==> config.mk <==
export PLATFORM = sky130hd
export DESIGN_NAME = shift_loader
export DESIGN_NICKNAME = d
export VERILOG_FILES = /design/src/rtl/shift_loader_pkg.sv /design/src/rtl/shift_loader_lane.sv /design/src/rtl/shift_loader.sv
export SDC_FILE = /design/constraint.sdc
export NUM_CORES = 1
export LEC_CHECK = 0
export ABC_AREA = 1
export CORE_AREA = 4 4 305 307
export CTS_CLUSTER_SIZE = 12
export DETAILED_ROUTE_END_ITERATION = 10
export DIE_AREA = 0 0 309 311
export GPL_TIMING_DRIVEN = 0
export PLACE_DENSITY = 0.65
export SYNTH_ARGS = -nofsm -noshare
export SYNTH_HDL_FRONTEND = slang
export SYNTH_SLANG_ARGS = --single-unit
==> constraint.sdc <==
create_clock -name clk -period 1.6 [get_ports clk]
set_input_delay 0.32 -clock clk [delete_from_list [all_inputs] [get_ports clk]]
set_output_delay 0.32 -clock clk [all_outputs]
set_load 0.03 [all_outputs]
==> src/rtl/shift_loader_pkg.sv <==
// ----------------------------------------------------------------------------
// shift_loader_pkg
// Purpose : Shared types and default sizing for the shift_loader block.
//   state_t      - transaction FSM states (IDLE -> LOAD -> CAPTURE -> DRAIN)
//   DEF_N_CH     - default number of serial operand channels
//   DEF_WIDTH    - default bits per channel operand
//   DEF_OUT_W    - default width of the result returned by the compressor
// ----------------------------------------------------------------------------
package shift_loader_pkg;

    typedef enum logic [1:0] {
        ST_IDLE    = 2'd0,
        ST_LOAD    = 2'd1,
        ST_CAPTURE = 2'd2,
        ST_DRAIN   = 2'd3
    } state_t;

    localparam int DEF_N_CH  = 27;
    localparam int DEF_WIDTH = 27;
    localparam int DEF_OUT_W = 32;

endpackage : shift_loader_pkg

==> src/rtl/shift_loader_lane.sv <==
// ----------------------------------------------------------------------------
// shift_lane
// Purpose : One serial-in / parallel-out operand channel.
//   clk   - clock, rising edge
//   rst_n - asynchronous active-low reset, clears q
//   clr   - synchronous clear (start of a new load), wins over en
//   en    - shift q left by one, din enters bit 0
//   din   - serial input bit
//   q     - parallel operand, first-shifted bit ends in the MSB
// ----------------------------------------------------------------------------
module shift_lane #(
    parameter int WIDTH = 27
) (
    input  logic             clk,
    input  logic             rst_n,
    input  logic             clr,
    input  logic             en,
    input  logic             din,
    output logic [WIDTH-1:0] q
);

    // NOTE: sequential state is updated with non-blocking assignments so every
    // register samples pre-edge values, independent of process ordering.
    always_ff @(posedge clk or negedge rst_n) begin
        if (!rst_n) begin
            q <= '0;
        end else if (clr) begin
            q <= '0;
        end else if (en) begin
            // Shift-and-or form stays legal when WIDTH is 1.
            q <= (q << 1) | WIDTH'(din);
        end
    end

endmodule : shift_lane

==> src/rtl/shift_loader.sv <==
// ----------------------------------------------------------------------------
// shift_loader
// Purpose : Loads N_CH serial operands in parallel, presents them to an
//           external combinational compressor, captures the compressor result
//           and streams it back out LSB first.
//   clk, rst_n     - clock (rising edge) and asynchronous active-low reset
//   start          - begin a transaction (only honoured in IDLE)
//   shift_en       - qualifies one serial bit per channel (only in LOAD)
//   src_i          - one serial bit per channel
//   src_o          - parallel operands, channel k at [k*WIDTH +: WIDTH]
//   op_valid       - src_o complete and stable (CAPTURE and DRAIN)
//   res_i          - compressor result, combinational from src_o
//   res_ser        - serialised result bit, LSB first
//   res_ser_valid  - res_ser qualifier
//   busy           - high in every state except IDLE
//   done           - one-cycle pulse on the final DRAIN cycle
// ----------------------------------------------------------------------------
module shift_loader
    import shift_loader_pkg::*;
#(
    parameter int N_CH  = DEF_N_CH,
    parameter int WIDTH = DEF_WIDTH,
    parameter int OUT_W = DEF_OUT_W
) (
    input  logic                  clk,
    input  logic                  rst_n,
    input  logic                  start,
    input  logic                  shift_en,
    input  logic [N_CH-1:0]       src_i,
    output logic [N_CH*WIDTH-1:0] src_o,
    output logic                  op_valid,
    input  logic [OUT_W-1:0]      res_i,
    output logic                  res_ser,
    output logic                  res_ser_valid,
    output logic                  busy,
    output logic                  done
);

    localparam int CNT_W = $clog2(WIDTH + 1);
    localparam int DRN_W = $clog2(OUT_W + 1);

    // Terminal values are compared before the increment, so the shift that
    // makes the count reach WIDTH (or OUT_W) is the one that leaves the state.
    localparam logic [CNT_W-1:0] LAST_BIT   = CNT_W'(WIDTH - 1);
    localparam logic [DRN_W-1:0] LAST_DRAIN = DRN_W'(OUT_W - 1);

    state_t             state;
    state_t             state_nxt;
    logic [CNT_W-1:0]   bit_cnt;
    logic [DRN_W-1:0]   drain_cnt;
    logic [OUT_W-1:0]   res_sr;
    logic               lane_clr;
    logic               lane_en;

    // ------------------------------------------------------------------
    // Operand lanes
    // ------------------------------------------------------------------
    for (genvar k = 0; k < N_CH; k++) begin : g_lane
        shift_lane #(
            .WIDTH (WIDTH)
        ) u_lane (
            .clk   (clk),
            .rst_n (rst_n),
            .clr   (lane_clr),
            .en    (lane_en),
            .din   (src_i[k]),
            .q     (src_o[k*WIDTH +: WIDTH])
        );
    end

    // ------------------------------------------------------------------
    // State register
    // ------------------------------------------------------------------
    always_ff @(posedge clk or negedge rst_n) begin
        if (!rst_n) begin
            state <= ST_IDLE;
        end else begin
            state <= state_nxt;
        end
    end

    // ------------------------------------------------------------------
    // Counters and result shift register
    // ------------------------------------------------------------------
    always_ff @(posedge clk or negedge rst_n) begin
        if (!rst_n) begin
            bit_cnt   <= '0;
            drain_cnt <= '0;
            res_sr    <= '0;
        end else begin
            unique case (state)
                ST_IDLE: begin
                    if (start) bit_cnt <= '0;
                end
                ST_LOAD: begin
                    if (shift_en) bit_cnt <= bit_cnt + CNT_W'(1);
                end
                ST_CAPTURE: begin
                    res_sr    <= res_i;
                    drain_cnt <= '0;
                end
                ST_DRAIN: begin
                    res_sr    <= res_sr >> 1;
                    drain_cnt <= drain_cnt + DRN_W'(1);
                end
                default: ;
            endcase
        end
    end

    // ------------------------------------------------------------------
    // Next-state and outputs
    // ------------------------------------------------------------------
    // NOTE: every signal assigned here gets a default first, so no path
    // leaves a value unassigned and no latch is inferred.
    always_comb begin
        state_nxt     = state;
        lane_clr      = 1'b0;
        lane_en       = 1'b0;
        op_valid      = 1'b0;
        busy          = 1'b1;
        done          = 1'b0;
        res_ser       = 1'b0;
        res_ser_valid = 1'b0;

        unique case (state)
            ST_IDLE: begin
                busy = 1'b0;
                if (start) begin
                    lane_clr  = 1'b1;
                    state_nxt = ST_LOAD;
                end
            end
            ST_LOAD: begin
                if (shift_en) begin
                    lane_en = 1'b1;
                    if (bit_cnt == LAST_BIT) state_nxt = ST_CAPTURE;
                end
            end
            ST_CAPTURE: begin
                op_valid  = 1'b1;
                state_nxt = ST_DRAIN;
            end
            ST_DRAIN: begin
                op_valid      = 1'b1;
                res_ser       = res_sr[0];
                res_ser_valid = 1'b1;
                if (drain_cnt == LAST_DRAIN) begin
                    done      = 1'b1;
                    state_nxt = ST_IDLE;
                end
            end
            default: state_nxt = ST_IDLE;
        endcase
    end

endmodule : shift_loader

==> results.sh, run 1 <==
export IMPL_syn_mean_instance_area_um2=11.2
export IMPL_ys_ff_latch=774
export IMPL_max_cap_violations=0
export IMPL_fin_crit_ns=2.11
export IMPL_initial_core_util=0.327
export IMPL_synthToLayoutAreaGrowth_pct=60.3
export IMPL_max_slew_margin_rel=0.563
export IMPL_crit_path_end_kind="output port"
export IMPL_ir_drop_v=0.00133
export IMPL_synth_area_leaders="dfrtp_1 66%, o22ai_1 14%, inv_1 9.5%"
export IMPL_regToRegSetupSlack_ns=-0.43
export IMPL_layout_common_cells="769 x dfrtp_1, 740 x inv_1, 504 x clkbuf_2"
export IMPL_port_buffers=796
export IMPL_clockBufferDepth=3
export IMPL_whs_ns=-0.423
export IMPL_grt_max_degree=119
export IMPL_final_cell_area_mm2=0.0471
export IMPL_drc_errors=0
export IMPL_fin_nets=3771
export IMPL_synth_cell_types=29
export IMPL_final_core_util=0.524
export IMPL_placed_cell_area_mm2=0.0391
export IMPL_synthCells=2630
export IMPL_synth_top_cell_by_area="dfrtp_1"
export IMPL_dieArea_mm2=0.0961
export IMPL_grt_pass1_vias=24400
export IMPL_fmax_ghz=0.473
export IMPL_path_cells="ha_4 > buf_8 > nor2_4 > inv_4 > buf_8 > buf_6"
export IMPL_cp_arrival_ns=1.79
export IMPL_syn_area_mm2=0.0294
export IMPL_ff2ff_path_depth=13
export IMPL_drtPass1Iterations=5
export IMPL_grt_setup_unrepaired="true"
export IMPL_clk_pin_slew_ns=0.06
export IMPL_path_depth=6
export IMPL_violations="hold timing, setup timing"
export IMPL_antenna_found_initial=5
export IMPL_drive_gt1_frac=0.484
export IMPL_syn_num_nets=2701
export IMPL_ant_nets=0
export IMPL_ys_seq_area_frac=0.658
export IMPL_root_buffer="clkbuf_16"
export IMPL_power_w=0.0715
export IMPL_finClkSkew_ns=0.0285
export IMPL_htreeDepth=3
export IMPL_critical_path_class="flip-flop to output port"
export IMPL_setup_viol=800
export IMPL_crit_top_cell="buf_8"
export IMPL_max_stage_delay_ns=0.44
export IMPL_drt_iter0_drc=1733
export IMPL_wl_per_cell_um=24.6
export IMPL_via_per_inst=5.04
export IMPL_cellPowerDensity_mw_per_mm2=1520
export IMPL_grt_pass1_wl_um=164000
export IMPL_worst_slew_pin_transition_ns=0.656
export IMPL_insertion_delay_ns=0.65
export IMPL_pre_cts_ws_ns=-1.20
export IMPL_p_leak_nw=21.1
export IMPL_start_kind="flip-flop"
export IMPL_die_width_um=309
export IMPL_place_gp_congestion=0.873
export IMPL_yosysWarnings=0
export IMPL_synth_top_cell_area_share=0.658
export IMPL_fp_coreArea_mm2=0.0900
export IMPL_final_common_cell="dfrtp_1"
export IMPL_status="finished, violations left"
export IMPL_routed_wl_um=122000
export IMPL_num_rows=110
export IMPL_worstPathRequired_ns=1.28
export IMPL_finalHoldViolCount=95
export IMPL_drv_slew=0
export IMPL_die_y_um=311
export IMPL_grt_overflow_total=0
export IMPL_holdCritPathClass="primary input to asynchronous set/reset pin"
export IMPL_critical_path_top_delay_family="flip-flops"
export IMPL_cts_sinks=774
export IMPL_hpwl_um=77500
export IMPL_cts_tree="done"
export IMPL_worstPathMaxFanout=7
export IMPL_post_route_period_util=1.32
export IMPL_ios=797
export IMPL_track_usage=0.227
export IMPL_setup_slack_ns=-0.515
export IMPL_cts_made_buffers=85
export IMPL_path_buf_inv=4
export IMPL_cp_slowest_cell="dfrtp_2"
export IMPL_dr_total_vias=24900
cell families after synthesis:
family,synth area share
flip-flops,0.658
AND/OR/NAND/NOR,0.0232
XOR/XNOR,0.000298
adder cells (fa/ha/maj),0.00340
buffers and inverters,0.150
AO/OA/AOI/OAI,0.165
per-layer routing:
metal | routed length (um) | up-vias | global-route usage
li1 | - | 11000 | -
met4 | 6290 | 0 | 0.0896
met3 | 8710 | 275 | 0.0568
met2 | 58900 | 902 | 0.378
met5 | 0 | - | 0
met1 | 47700 | 12800 | 0.282
cells in the mapped netlist:
master	n
a21oi_1	5
nand2_1	67
or2_2	1
buf_4	1
inv_2	4
inv_1	745
nand4_1	6
a22oi_1	5
o221ai_1	21
buf_8	61
xnor2_1	1
a22o_1	1
buf_6	10
nand2_8	1
o22ai_1	675
ha_1	8
nand3_1	64
dfrtp_1	774
o21ai_0	53
o21bai_1	2
nor2_4	1
nor2_1	3
buf_12	6
clkbuf_1	28
nand2_2	2
nand2_4	1
buf_2	69
o21ai_1	11
o211ai_1	4
power breakdown:
part | switching (W) | leakage (nW) | internal (W) | total (W)
Clock | 0.00831 | 1.36 | 0.0114 | 0.0197
Sequential | 0.000697 | 10.7 | 0.0208 | 0.0215
Combinational | 0.0163 | 8.99 | 0.0140 | 0.0303
Total | 0.0253 | 21.1 | 0.0462 | 0.0715
flip-flops by register name, summed over array words and instances, names as in the netlist:
signal,count
bit_cnt,5
drain_cnt,6
g_lane.u_lane.q,729
res_sr,32
state,2
per-stage QoR:
step           TNS (ns)  instances
3_3_place_gp          -       4602
2_1_floorplan         0       2630
5_1_grt         -318.68       4937
3_5_place_dp    -820.35       4609
6_report        -249.09       4938
4_1_cts         -622.02       4862
worst register-to-register path, stage by stage, from the launching register on:
cell,delay (ns)
dfrtp_2,0.41
buf_6,0.13
inv_6,0.04
ha_4,0.17
nand2_4,0.09
buf_12,0.12
buf_8,0.11
nand2_8,0.07
buf_12,0.13
buf_8,0.12
buf_16,0.15
buf_12,0.13
buf_12,0.13
o22ai_4,0.16
repair_timing:
item                                   in CTS  in global routing
gates cloned                               37                 57
resized for setup                         559               2358
setup endpoints to repair                1788               1780
endpoints found under the hold margin      71                 71
buffers inserted                           69                 43
pin swaps                                  10                 11
final timing paths:
path | startpoint | end
hold / removal | rst_n | g_lane[5].u_lane.q[10]$_DFFE_PN0P_
setup / recovery | state[0]$_DFFE_PN0P_ | op_valid
max in group asynchronous | rst_n | g_lane[26].u_lane.q[1]$_DFFE_PN0P_
hold reg to reg | drain_cnt[5]$_DFFE_PN0P_ | drain_cnt[5]$_DFFE_PN0P_
min in group clk | src_i[9] | g_lane[9].u_lane.q[0]$_DFFE_PN0P_
setup reg to reg | state[1]$_DFFE_PN0P_ | g_lane[17].u_lane.q[23]$_DFFE_PN0P_
final cells by class:
cell class | count | area, um2
fillers | 7620 | 42900
flip-flops and latches | 774 | 19400
multi-input cells | 934 | 10000
repair buffers | 992 | 8610
inverters | 749 | 2840
clock buffers | 126 | 2480
plain buffers | 164 | 2090
well taps | 1176 | 1470
clock inverters | 22 | 283
diodes | 1 | 2.50
(Power assumes the default switching activity.)
==> run 2: changes to the inputs <==
--- a/config.mk
+++ b/config.mk
@@ -7,11 +7,13 @@
 export LEC_CHECK = 0
 export ABC_AREA = 1
 export CORE_AREA = 4 4 305 307
+export CTS_BUF_LIST = sky130_fd_sc_hd__clkbuf_8 sky130_fd_sc_hd__clkbuf_16
 export CTS_CLUSTER_SIZE = 12
 export DETAILED_ROUTE_END_ITERATION = 10
 export DIE_AREA = 0 0 309 311
 export GPL_TIMING_DRIVEN = 0
 export PLACE_DENSITY = 0.65
+export SLEW_MARGIN = 0
 export SYNTH_ARGS = -nofsm -noshare
 export SYNTH_HDL_FRONTEND = slang
 export SYNTH_SLANG_ARGS = --single-unit
==> run 2 against run 1 <==
Compared with the run above:
- the run still ends with hold timing, setup timing left
- final cell count decreased by 0.12%
- setup slack improved by 0.0051 ns
- non-clock buffer count decreased by 5
- clock skew decreased by 0.00074 ns
- global-route usage increased by 0.053 points
- wire length increased by 1.3%
- core utilization increased by 0.61 points
- critical endpoint unchanged
- largest power group unchanged
==> results.sh, run 2 (synthesis gave the netlist of run 1 again) <==
export IMPL_start_kind="flip-flop"
export IMPL_hpwl_um=77500
export IMPL_grt_pass1_vias=24500
export IMPL_fmax_ghz=0.474
export IMPL_drive_gt1_frac=0.507
export IMPL_wl_per_cell_um=25.0
export IMPL_r2r_start="state[1]$_DFFE_PN0P_"
export IMPL_max_stage_delay_ns=0.44
export IMPL_drt_iter0_drc=1771
export IMPL_cts_tree="done"
export IMPL_place_gp_congestion=0.873
export IMPL_ios=797
export IMPL_cts_sinks=774
export IMPL_max_slew_margin_rel=0.564
export IMPL_worstPathRequired_ns=1.28
export IMPL_dr_total_vias=25000
export IMPL_grt_overflow_total=0
export IMPL_htreeDepth=3
export IMPL_drtPass1Iterations=5
export IMPL_insertion_delay_ns=0.65
export IMPL_whs_ns=-0.439
export IMPL_initial_core_util=0.327
export IMPL_crit_top_cell="buf_8"
export IMPL_final_fill_count=7525
export IMPL_setup_viol=800
export IMPL_fin_crit_ns=2.11
export IMPL_setup_slack_ns=-0.510
export IMPL_regArea_mm2=0.0194
export IMPL_diodes=0
export IMPL_regToRegSetupSlack_ns=-0.40
export IMPL_clockBufferDepth=3
export IMPL_critical_path_class="flip-flop to output port"
export IMPL_fin_nets=3766
export IMPL_ant_nets=0
export IMPL_status="finished, violations left"
export IMPL_cts_made_buffers=85
export IMPL_port_buffers=796
export IMPL_ir_drop_v=0.00118
export IMPL_path_cells="ha_4 > buf_8 > nor2_4 > inv_4 > buf_8 > buf_6"
export IMPL_holdCritPathClass="primary input to asynchronous set/reset pin"
export IMPL_antenna_found_initial=4
export IMPL_largest_register="g_lane.u_lane.q"
export IMPL_layout_common_cells="770 x dfrtp_1, 763 x inv_1, 528 x o22ai_2"
export IMPL_rr_endpoint="g_lane[6].u_lane.q[13]$_DFFE_PN0P_"
export IMPL_crit_path_end_kind="output port"
export IMPL_finalHoldViolCount=129
export IMPL_multiInputGateArea_mm2=0.0108
export IMPL_cellPowerDensity_mw_per_mm2=1500
export IMPL_p_leak_nw=21.2
export IMPL_root_buffer="clkbuf_16"
export IMPL_grt_pass1_wl_um=164000
export IMPL_die_y_um=311
export IMPL_ff2ff_path_depth=12
export IMPL_finClkSkew_ns=0.0278
export IMPL_worstPathMaxFanout=7
export IMPL_clk_pin_slew_ns=0.06
export IMPL_cp_arrival_ns=1.79
export IMPL_instances_no_fill=4932
export IMPL_largest_reg_flops=729
export IMPL_num_rows=110
export IMPL_track_usage=0.227
export IMPL_cp_slowest_cell="dfrtp_2"
export IMPL_grt_setup_unrepaired="true"
export IMPL_die_width_um=309
export IMPL_drc_errors=0
export IMPL_grt_max_degree=119
export IMPL_reg_largest_list="g_lane.u_lane.q x729, res_sr x32, drain_cnt x6"
export IMPL_violations="hold timing, setup timing"
export IMPL_worst_slew_pin_transition_ns=0.654
export IMPL_post_route_period_util=1.32
export IMPL_final_common_cell="dfrtp_1"
export IMPL_routed_wl_um=123000
export IMPL_dieArea_mm2=0.0961
export IMPL_dpl_cell_count=4609
export IMPL_max_cap_violations=0
export IMPL_drv_slew=0
export IMPL_via_per_inst=5.07
export IMPL_synthToLayoutAreaGrowth_pct=62.1
export IMPL_fp_coreArea_mm2=0.0900
-- run 2: how the worst max path moves through the flow --
stage / startpoint / endpoint / slack (ns) / depth (start not counted)
floorplan: state[0]$_DFFE_PN0P_ / done / 0.006 / 6
global placement: rst_n / g_lane[14].u_lane.q[15]$_DFFE_PN0P_ / -35.11 / 1
detailed placement: rst_n / g_lane[14].u_lane.q[13]$_DFFE_PN0P_ / -1.20 / 5
CTS: state[1]$_DFFE_PN0P_ / op_valid / -0.55 / 6
global route: state[0]$_DFFE_PN0P_ / op_valid / -0.59 / 6
finish: state[0]$_DFFE_PN0P_ / op_valid / -0.51 / 6
-- run 2: through the flow --
step	cell area, um2	total power (W)	worst slack (ns)	TNS [ns]	utilization
floorplan	29400	0.0320	0.00600	0	-
global route	47700	0.0743	-0.589	-308.06	0.530
CTS	45400	0.0654	-0.553	-622.22	0.504
detailed placement	39100	0.0381	-1.20	-820.35	0.434
finish	47700	0.0716	-0.510	-230.12	0.530
global placement	38900	0.0378	-35.11	-	0.432
-- run 2: metal layers --
layer / vias to the layer above / share of wire / track usage
li1: 10900 / - / -
met1: 12900 / 0.39 / 0.283
met2: 886 / 0.48 / 0.378
met3: 290 / 0.070 / 0.0566
met4: 2 / 0.055 / 0.0946
met5: - / 0.00013 / 0
-- run 2: worst max-delay path, delay by kind of cell (launching register included) --
family / cells / cell delay, ns
fa+ha+maj: 1 / 0.18
buf+inv: 4 / 0.43
flops: 1 / 0.44
simple gates: 1 / 0.12
-- run 2: area by class of cell --
cell class,count,area share
buffer,161,0.0422
inverter,749,0.0595
clock buffer,103,0.0503
clock inverter,45,0.00774
tap,1176,0.0308
sequential,774,0.406
multi-input combinational,934,0.225
timing repair buffer,990,0.178
-- run 2: power breakdown --
| group | total, W | internal (W) | switching [W] | leakage, nW |
|---|---|---|---|---|
| Combinational | 0.0306 | 0.0137 | 0.0168 | 8.97 |
| Sequential | 0.0215 | 0.0208 | 0.000687 | 10.7 |
| Clock | 0.0196 | 0.0113 | 0.00832 | 1.45 |
-- run 2: timing repair --
action	in CTS	in global routing
gates resized for setup	564	2487
endpoints found under the hold margin	71	71
pin swaps	13	18
setup endpoints to repair	1788	1781
buffers inserted	75	45
cloned	38	62
